### src/rtl/calc_pkg.sv
// -----------------------------------------------------------------------------
// calc_pkg
// Definitions shared by the calculator blocks (keypad front end, FSM, ALU):
//   - OP_ADD/OP_SUB/OP_MUL/OP_DIV : 2-bit operator codes
//   - kp_state_t                  : keypad scanner FSM state encoding
//   - key_kind_t / key_entry_t    : decoded key class and value
//   - KEY_MAP                     : 16-entry key map indexed by {row, col}
//   - key_lookup()                : map lookup returning a key_entry_t
//   - lowest_low_row()            : priority pick of the lowest active-low row
// -----------------------------------------------------------------------------
package calc_pkg;

  localparam logic [1:0] OP_ADD = 2'b00;
  localparam logic [1:0] OP_SUB = 2'b01;
  localparam logic [1:0] OP_MUL = 2'b10;
  localparam logic [1:0] OP_DIV = 2'b11;

  typedef enum logic [1:0] {
    KP_SCAN     = 2'd0,
    KP_DEBOUNCE = 2'd1,
    KP_EMIT     = 2'd2,
    KP_RELEASE  = 2'd3
  } kp_state_t;

  typedef enum logic [1:0] {
    KEY_NUM = 2'd0,
    KEY_OP  = 2'd1,
    KEY_EQ  = 2'd2,
    KEY_CLR = 2'd3
  } key_kind_t;

  typedef struct packed {
    key_kind_t  kind;
    logic [3:0] val;   // BCD digit for KEY_NUM, {2'b00, op code} for KEY_OP
  } key_entry_t;

  // Layout (row0 at top):  1 2 3 A / 4 5 6 B / 7 8 9 C / * 0 # D
  localparam logic [5:0] KEY_MAP [16] = '{
    {KEY_NUM, 4'd1}, {KEY_NUM, 4'd2}, {KEY_NUM, 4'd3}, {KEY_OP, 2'b00, OP_ADD},
    {KEY_NUM, 4'd4}, {KEY_NUM, 4'd5}, {KEY_NUM, 4'd6}, {KEY_OP, 2'b00, OP_SUB},
    {KEY_NUM, 4'd7}, {KEY_NUM, 4'd8}, {KEY_NUM, 4'd9}, {KEY_OP, 2'b00, OP_MUL},
    {KEY_CLR, 4'd0}, {KEY_NUM, 4'd0}, {KEY_EQ, 4'd0},  {KEY_OP, 2'b00, OP_DIV}
  };

  function automatic key_entry_t key_lookup(input logic [1:0] row, input logic [1:0] col);
    return key_entry_t'(KEY_MAP[{row, col}]);
  endfunction

  // Returns {found, row index}; the lowest-numbered low row wins.
  function automatic logic [2:0] lowest_low_row(input logic [3:0] rows);
    logic [2:0] res;
    if (!rows[0]) begin
      res = {1'b1, 2'd0};
    end else if (!rows[1]) begin
      res = {1'b1, 2'd1};
    end else if (!rows[2]) begin
      res = {1'b1, 2'd2};
    end else if (!rows[3]) begin
      res = {1'b1, 2'd3};
    end else begin
      res = {1'b0, 2'd0};
    end
    return res;
  endfunction

endpackage

### src/rtl/keypad_sync.sv
// -----------------------------------------------------------------------------
// keypad_sync
// Two-flop synchroniser bringing the asynchronous keypad rows into clk domain.
// Ports:
//   clk  in  1      system clock
//   rst  in  1      asynchronous, active-high reset (flops go to RESET_VAL)
//   d    in  WIDTH  asynchronous input
//   q    out WIDTH  synchronised output
// -----------------------------------------------------------------------------
module keypad_sync #(
  parameter int               WIDTH     = 4,
  parameter logic [WIDTH-1:0] RESET_VAL = '1
) (
  input  logic             clk,
  input  logic             rst,
  input  logic [WIDTH-1:0] d,
  output logic [WIDTH-1:0] q
);

  logic [WIDTH-1:0] meta_r;
  logic [WIDTH-1:0] sync_r;

  // Synchroniser chain; reset value matches the idle (pulled-up) rows.
  always_ff @(posedge clk or posedge rst) begin
    if (rst) begin
      meta_r <= RESET_VAL;
      sync_r <= RESET_VAL;
    end else begin
      meta_r <= d;
      sync_r <= meta_r;
    end
  end

  assign q = sync_r;

endmodule

### src/rtl/keypad_scanner.sv
// -----------------------------------------------------------------------------
// keypad_scanner
// 4x4 matrix keypad front end: scans the columns, synchronises and debounces
// the rows, and decodes each accepted keypress into one single-cycle event.
// Ports:
//   clk      in   1  system clock
//   rst      in   1  asynchronous, active-high reset
//   row_in   in   4  keypad rows, active-low, asynchronous to clk
//   col_out  out  4  column drive, one-hot active-low
//   is_num   out  1  pulse: digit key accepted (num_val valid)
//   is_op    out  1  pulse: operator key accepted (op_val valid)
//   is_eq    out  1  pulse: '#' accepted
//   is_clr   out  1  pulse: '*' accepted
//   num_val  out  4  BCD digit, held until the next digit event
//   op_val   out  2  operator code, held until the next operator event
// -----------------------------------------------------------------------------
module keypad_scanner #(
  parameter int SCAN_DIV     = 50000,
  parameter int DEBOUNCE_CNT = 4
) (
  input  logic       clk,
  input  logic       rst,
  input  logic [3:0] row_in,
  output logic [3:0] col_out,
  output logic       is_num,
  output logic       is_op,
  output logic       is_eq,
  output logic       is_clr,
  output logic [3:0] num_val,
  output logic [1:0] op_val
);

  import calc_pkg::*;

  localparam int DIV_W = (SCAN_DIV > 1) ? $clog2(SCAN_DIV) : 1;
  localparam int CNT_W = $clog2(DEBOUNCE_CNT + 1);
  localparam logic [DIV_W-1:0] DIV_LAST = DIV_W'(SCAN_DIV - 1);
  localparam logic [CNT_W-1:0] CNT_LAST = CNT_W'(DEBOUNCE_CNT - 1);

  logic [3:0]       row_sync;
  logic [DIV_W-1:0] div_r;
  logic             tick_s;
  kp_state_t        state_r, state_nxt_s;
  logic [1:0]       col_idx_r, col_idx_nxt_s;
  logic [1:0]       key_row_r, key_row_nxt_s;
  logic [1:0]       key_col_r, key_col_nxt_s;
  logic [CNT_W-1:0] cnt_r, cnt_nxt_s;
  logic             low_found_s;
  logic [1:0]       low_row_s;
  key_entry_t       key_s;
  logic [3:0]       col_out_nxt_s;
  logic             is_num_nxt_s, is_op_nxt_s, is_eq_nxt_s, is_clr_nxt_s;
  logic [3:0]       num_val_nxt_s;
  logic [1:0]       op_val_nxt_s;

  keypad_sync #(
    .WIDTH     (4),
    .RESET_VAL (4'hF)
  ) u_sync (
    .clk (clk),
    .rst (rst),
    .d   (row_in),
    .q   (row_sync)
  );

  assign {low_found_s, low_row_s} = lowest_low_row(row_sync);
  assign tick_s = (div_r == DIV_LAST);
  assign key_s  = key_lookup(key_row_r, key_col_r);

  // Free-running column dwell divider; tick marks the last cycle of a dwell.
  always_ff @(posedge clk or posedge rst) begin
    if (rst) begin
      div_r <= '0;
    end else if (tick_s) begin
      div_r <= '0;
    end else begin
      div_r <= div_r + DIV_W'(1);
    end
  end

  // FSM state and scan/debounce bookkeeping registers.
  always_ff @(posedge clk or posedge rst) begin
    if (rst) begin
      state_r   <= KP_SCAN;
      col_idx_r <= 2'd0;
      key_row_r <= 2'd0;
      key_col_r <= 2'd0;
      cnt_r     <= '0;
    end else begin
      state_r   <= state_nxt_s;
      col_idx_r <= col_idx_nxt_s;
      key_row_r <= key_row_nxt_s;
      key_col_r <= key_col_nxt_s;
      cnt_r     <= cnt_nxt_s;
    end
  end

  // Next-state logic; all row decisions are taken on the scan tick only.
  always_comb begin
    state_nxt_s   = state_r;
    col_idx_nxt_s = col_idx_r;
    key_row_nxt_s = key_row_r;
    key_col_nxt_s = key_col_r;
    cnt_nxt_s     = cnt_r;
    case (state_r)
      KP_SCAN: begin
        if (tick_s) begin
          if (low_found_s) begin
            key_row_nxt_s = low_row_s;
            key_col_nxt_s = col_idx_r;
            cnt_nxt_s     = CNT_W'(1);
            state_nxt_s   = KP_DEBOUNCE;
          end else begin
            col_idx_nxt_s = col_idx_r + 2'd1;
          end
        end else begin
          state_nxt_s = KP_SCAN;
        end
      end
      KP_DEBOUNCE: begin
        if (tick_s) begin
          // Only the same row as the lowest active row counts as a stable sample.
          if (low_found_s && (low_row_s == key_row_r)) begin
            cnt_nxt_s = cnt_r + CNT_W'(1);
            if (cnt_r == CNT_LAST) begin
              state_nxt_s = KP_EMIT;
            end else begin
              state_nxt_s = KP_DEBOUNCE;
            end
          end else begin
            cnt_nxt_s     = '0;
            col_idx_nxt_s = col_idx_r + 2'd1;
            state_nxt_s   = KP_SCAN;
          end
        end else begin
          state_nxt_s = KP_DEBOUNCE;
        end
      end
      KP_EMIT: begin
        cnt_nxt_s   = '0;
        state_nxt_s = KP_RELEASE;
      end
      KP_RELEASE: begin
        if (tick_s) begin
          if (low_found_s) begin
            cnt_nxt_s = '0;
          end else if (cnt_r == CNT_LAST) begin
            cnt_nxt_s     = '0;
            col_idx_nxt_s = col_idx_r + 2'd1;
            state_nxt_s   = KP_SCAN;
          end else begin
            cnt_nxt_s = cnt_r + CNT_W'(1);
          end
        end else begin
          state_nxt_s = KP_RELEASE;
        end
      end
      default: begin
        cnt_nxt_s   = '0;
        state_nxt_s = KP_SCAN;
      end
    endcase
  end

  // Output decode; pulses are prepared on entry to EMIT so they register high
  // exactly during the EMIT cycle.
  always_comb begin
    col_out_nxt_s = ~(4'b0001 << col_idx_nxt_s);
    is_num_nxt_s  = 1'b0;
    is_op_nxt_s   = 1'b0;
    is_eq_nxt_s   = 1'b0;
    is_clr_nxt_s  = 1'b0;
    num_val_nxt_s = num_val;
    op_val_nxt_s  = op_val;
    if (state_nxt_s == KP_EMIT) begin
      case (key_s.kind)
        KEY_NUM: begin
          is_num_nxt_s  = 1'b1;
          num_val_nxt_s = key_s.val;
        end
        KEY_OP: begin
          is_op_nxt_s  = 1'b1;
          op_val_nxt_s = key_s.val[1:0];
        end
        KEY_EQ:  is_eq_nxt_s  = 1'b1;
        KEY_CLR: is_clr_nxt_s = 1'b1;
        default: is_clr_nxt_s = 1'b0;
      endcase
    end else begin
      is_num_nxt_s = 1'b0;
    end
  end

  // Registered outputs.
  always_ff @(posedge clk or posedge rst) begin
    if (rst) begin
      col_out <= 4'b1110;
      is_num  <= 1'b0;
      is_op   <= 1'b0;
      is_eq   <= 1'b0;
      is_clr  <= 1'b0;
      num_val <= 4'd0;
      op_val  <= 2'd0;
    end else begin
      col_out <= col_out_nxt_s;
      is_num  <= is_num_nxt_s;
      is_op   <= is_op_nxt_s;
      is_eq   <= is_eq_nxt_s;
      is_clr  <= is_clr_nxt_s;
      num_val <= num_val_nxt_s;
      op_val  <= op_val_nxt_s;
    end
  end

endmodule

### config.mk
export PLATFORM = sky130hd
export DESIGN_NAME = keypad_scanner
export DESIGN_NICKNAME = d
export VERILOG_FILES = /design/src/rtl/calc_pkg.sv /design/src/rtl/keypad_sync.sv /design/src/rtl/keypad_scanner.sv
export SDC_FILE = /design/constraint.sdc
export NUM_CORES = 1
export LEC_CHECK = 0
export ABC_AREA = 1
export BUFFER_PORTS_ARGS = -buffer_cell sky130_fd_sc_hd__buf_2
export CAP_MARGIN = 30
export CORE_MARGIN = 5
export CORE_UTILIZATION = 59
export DETAILED_ROUTE_END_ITERATION = 16
export PLACE_DENSITY_LB_ADDON = 0.12
export SLEW_MARGIN = 20
export SYNTH_ARGS = -nofsm -noshare
export SYNTH_HDL_FRONTEND = slang
export SYNTH_SLANG_ARGS = --single-unit
### constraint.sdc
create_clock -name clk -period 2 [get_ports clk]
set_input_delay 0 -clock clk [delete_from_list [all_inputs] [get_ports clk]]
set_output_delay 0 -clock clk [all_outputs]
set_load 0.01 [all_outputs]
# Word level (Yosys, flattened, before mapping)

Memory sizes are Yosys's and may differ from the RTL's.
Cells that the tools add are included.

Output and inout port bits: 14
Memories: 1
Bits in read-only memories: 96
Word-level logic and storage cells: 84
Bits in registers: 49

Multiplexer cells: 40
Equality and inequality tests: 14
Magnitude comparators: 1
Reductions and logical operators: 7
Shift-type cells: 1
Bitwise operators: 2
Add/sub/neg operators: 3

Memory list:

| memory           | words | bits a word | rd ports | clocked after memory_dff | write ports | line           | text |
|---|---|---|---|---|---|---|---|
| (name not given) | 16    | 6           | 1        | 0                        | 0           | calc_pkg.sv:46 | `return key_entry_t'(KEY_MAP[{row, col}]);` |

Operator list:

| kind                                                                  | count |
|---|---|
| 3-bit two-way mux                                                     | 11 |
| 2-bit two-way mux                                                     | 15 |
| 16-bit by 1-bit adder with 16-bit output, second input constant       | 1 |
| 16-bit equality test, second input constant                           | 1 |
| 16-bit two-way mux                                                    | 1 |
| 6-bit two-way mux                                                     | 2 |
| 3-bit case mux with 4 select lines                                    | 1 |
| 2-bit equality test, second input constant                            | 5 |
| 1-bit two-way mux                                                     | 8 |
| 2-bit inequality test, second input constant                          | 4 |
| 2-bit case mux with 4 select lines                                    | 1 |
| 2-bit case mux with 3 select lines                                    | 1 |
| 5-bit >= comparator, second input constant                            | 1 |
| 4-bit NOT with 5-bit output                                           | 1 |
| 2-bit by 1-bit equality test with 1-bit output, second input constant | 2 |
| 2-bit logical NOT                                                     | 2 |
| 4-bit NOT                                                             | 1 |
| 2-bit AND reduction                                                   | 2 |
| 4-bit AND reduction                                                   | 1 |
| 1-bit by 2-bit << shifter with 4-bit output, first input constant     | 1 |
| 3-bit by 1-bit adder with 3-bit output, second input constant         | 1 |
| 3-bit by 2-bit equality test with 1-bit output, second input constant | 1 |
| 3-bit AND reduction                                                   | 1 |
| 2-bit by 1-bit adder with 2-bit output, second input constant         | 1 |
| other kinds (2)                                                       | 2 |

# Logic depth before layout (Yosys ltp)

Word-level depth: 11
Mapped depth: 14

# Hierarchy

Synthesis repeated with hierarchy kept, for this count alone.

Cells, all modules: 316
Area, all modules: 2572.5 µm²

Modules (own cells, without submodules):

| module         | cells each | instances | area each (µm²) |
|---|---|---|---|
| keypad_scanner | 307        | 1         | 2358.5 |
| keypad_sync    | 9          | 1         | 214.0 |

# Least setup slack after synthesis

Ideal clock, no wire load.

Path type: register to register
Start point: register cnt_r[0]
End point: register col_out[0]
Data arrival time: 1.662 ns
Slack: 0.219 ns
Cell stages (with the launch flop): 14
Path buffers: 0
Data required time: 1.881 ns
Library setup time: 0.119 ns
Cells stage by stage: dfrtp_1 ha_1 ha_1 or2_2 nand2_1 nand2_1 nand2_1 nand2_1 nand3_1 nand2_1 inv_2 nand2_1 nor2_2 nand2_1

Cells in the longest elaborated chain, start to end: 7

Ends and longest elaborated chain:

| element                                        | line                  | text |
|---|---|---|
| from (decl)                                    | keypad_scanner.sv:47  | `logic [CNT_W-1:0] cnt_r, cnt_nxt_s;` |
| from (signal assigned)                         | keypad_scanner.sv:94  | `cnt_r <= cnt_nxt_s;` |
| 3-bit by 2-bit equality test with 1-bit output | keypad_scanner.sv:147 | `end else if (cnt_r == CNT_LAST) begin` |
| 2-bit two-way mux                              | keypad_scanner.sv:147 |  |
| 2-bit two-way mux                              | keypad_scanner.sv:145 | `if (low_found_s) begin` |
| 2-bit two-way mux                              | keypad_scanner.sv:144 | `if (tick_s) begin` |
| 2-bit case mux with 3 select lines             | keypad_scanner.sv:105 | `case (state_r)` |
| 1-bit by 2-bit << shifter with 4-bit output    | keypad_scanner.sv:168 | `col_out_nxt_s = ~(4'b0001 << col_idx_nxt_s);` |
| 4-bit NOT                                      | keypad_scanner.sv:168 |  |
| net col_out_nxt_s[0]                           | keypad_scanner.sv:51  | `logic [3:0] col_out_nxt_s;` |
| to (signal assigned)                           | keypad_scanner.sv:205 | `col_out <= col_out_nxt_s;` |
| to (decl)                                      | keypad_scanner.sv:24  | `output logic [3:0] col_out,` |

The timed path passes the listed nets, and every way through them passes these cells.
A chain may end at the register's enable or synchronous reset.

# Worst setup path after layout

Ends and elaborated chain as after synthesis.

==> reports/summary.txt <==
outcome: finished, final reports clean
Max-Cap Viols: 0
Initial Util: 60.0%
post-route clock period utilization: 92.5%
Row Count: 24
antenna violations before repair: 0
CP required: 2.20 ns
met2 wire len: 2160 um
drt drc: 0
max-slew violations: 0
maximum fanout along the worst path: 4
WL met3: 220 um
delay-heaviest family, CP: simple AND/OR/NAND/NOR gates
1st-pass router iterations: 4
Post-Syn Nets: 331
gpl congestion: 0.826
synthesized area per cell: 8.13 sq um
most numerous cell in the Yosys netlist: nand2_1
Met1 Wirelength: 2180 um
Slew Limit Headroom: 69.7%
Initial DRC Count: 101
EDFF count, synth: 0
critical path cell sequence: ha_1, ha_1, or2_2, nand2_1, nand2_1, nand2_1, nand2_1, nand3_1, nand2_1, inv_2, nand2_1, nor2_2, nand2_1
first-pass GRT wire length: 8290 um
DIE AREA: 5790 sq um
grt total ovfl: 0
clock sinks: 49
Critical Path Source Type: flip-flop
Synth area leaders: dfrtp_1 (37%), dfstp_2 (11%), nand2_1 (11%)
Pwr Density: 562 nW/um^2
ys flop type: dfrtp_1
synthesized cell area: 2580 sq um
Reg2Reg Launch Point: cnt_r[0]
port bufs: 19
layout cells sized above 1: 21.3%
Die H: 76.1 um
Mapped Cells: 317
post-synth top area cell: dfrtp_1
Data arrival, critical path: 2.05 ns
P&R area growth vs syn: 12.2%
Hold Path Class: input pin to async pin
slowest CP cell: dfrtp_1
CTS Buf Count: 5
clock tree buffer depth: 2
final setup skew: 0.00814 ns
Least-Margin Pin Slew: 0.453 ns
slowest stage delay, CP: 0.41 ns
fmax: 0.540 GHz
vias in the first global route: 1953
synth unique cells: 33
WP buf/inv: 1
Sum Neg Setup Slack: 0 ns
endpoints failing setup: 0
register area share after synthesis: 48.1%
r2r worst-path depth: 13
wire length per cell: 11.5 um
worst skew pair latency: 0.30 ns
VDD IR-drop max: 0.338 mV
area share of the largest cell type after synthesis: 36.9%
final-report hold violation count: 0
flip-flop and latch count after synthesis: 49
Worst setup EP type: flip-flop
critical path type: flip-flop to flip-flop
capturing point of the worst reg2reg path: col_out[0]
via count: 2064
most used cell along the critical path: nand2_1
vias per cell: 5.11
pre-CTS setup slack: 0.154 ns
H-tree levels: 2
Synth top cells by count: nand2_1 (77), inv_1 (48), dfrtp_1 (38)
GR Util All Layers: 17.1%
DP HPWL: 3550 um
Leak Pwr: 1.55 nW
largest net degree at the start of global routing: 20
Die X: 76.1 um
ys async rst share: 100%
Syn. warnings: 0
r2r setup slk: 0.15 ns
CORE AREA: 4290 sq um
I/O pins: 20
crit path time final: 1.85 ns
Clock transition at path regs: 0.09 ns
nets@finish: 365
top sig layer: met4
TritonCTS clock tree: done
Detail Route Antenna Nets: 0
setup ws final: 0.149 ns
ANT cells: 0
routed wire length: 4650 um
unrepaired setup endpoints after global routing: false
Root Buffer: clkbuf_8
==> registers in the layout, indices dropped and copies added, names as in the netlist <==
register,cells
u_sync.meta_r,4
num_val,4
is_num,1
is_eq,1
col_out,4
is_op,1
is_clr,1
op_val,2
cnt_r,3
col_idx_r,2
div_r,16
state_r,2
key_col_r,2
key_row_r,2
u_sync.q,4
==> power breakdown <==
part | switching (mW) | total, mW | internal (mW)
registers | 0.00445 | 1.01 | 1.01
clock network | 0.319 | 0.567 | 0.248
logic | 0.0317 | 0.0485 | 0.0168
==> stage by stage <==
step	util, %	cell area, sq um	total power, mW	std cells	hold WS [ns]
after floorplan	-	2580	1.05	317	0.00448
after global placement	64.2	2760	1.07	391	-0.0336
after detailed placement	64.2	2760	1.07	391	-0.0366
after CTS	67.3	2890	1.64	404	0.184
after global routing	67.3	2890	1.69	404	0.220
final	67.3	2890	1.63	404	0.181
==> per-layer routing <==
layer | track usage (%) | vias to the layer above
li1 | - | 1055
met1 | 22.0 | 960
met2 | 28.3 | 39
met5 | 0 | -
met4 | 5.42 | 0
met3 | 4.37 | 10
==> cell families (layout without fill, tap and decap cells) <==
logic type / count (synthesis) / after routing / share of synthesized area (%)
and+or+nand+nor: 161 / 161 / 29.9
buffers and inverters: 59 / 94 / 9.03
DFF: 49 / 49 / 48.1
AOI/OAI and AO/OA: 36 / 36 / 7.67
adders and majority gates: 8 / 8 / 3.89
xor gates and xnor gates: 4 / 4 / 1.36
==> what timing repair did <==
| item | in CTS | in global routing |
|---|---|---|
| endpoints found under the setup margin | 0 | 5 |
| hold buffers | 5 | 0 |
| endpoints found under the hold margin | 40 | 0 |
| setup buffers | 0 | 0 |
| resized for setup | 0 | 1 |
==> worst max-delay path by stage <==
stage	slack (ns)	to	cells past startpoint	from
global placement	0.21	col_out[0]	13	cnt_r[0]
global route	0.01	col_out[0]	14	div_r[0]
detailed placement	0.15	num_val[3]	10	div_r[0]
finish	0.15	col_out[0]	13	cnt_r[0]
CTS	0.15	num_val[3]	10	div_r[0]
floorplan	0.22	col_out[0]	13	cnt_r[0]
==> area by class of cell <==
cell class / count / area [sq um]
repair buffers: 29 / 183
fillers: 357 / 1400
inverters: 57 / 214
clock inverters: 1 / 7.51
clock buffers: 7 / 76.3
well taps: 52 / 65.1
flip-flops and latches: 49 / 1240
multi-input cells: 209 / 1110
==> worst min-delay path, stage by stage <==
cell	delay (ns)
dlygate4sd3_1	0.53
buf_2	0.12
inv_2	0.23
==> placed cells by master (no fill, tap or decap), types with 7 or more instances in the layout <==
cell type / synthesis / routed
ha_1: 8 / 7
o21ai_1: 10 / 10
o21ai_0: 9 / 9
nand2_1: 77 / 77
inv_2: 8 / 9
nor2_1: 32 / 32
nand3_1: 22 / 22
a21oi_1: 9 / 9
dfstp_2: 11 / 11
inv_1: 48 / 47
buf_2: 0 / 19
dfrtp_1: 38 / 38
No activity file was read; power rests on OpenSTA's default activity.
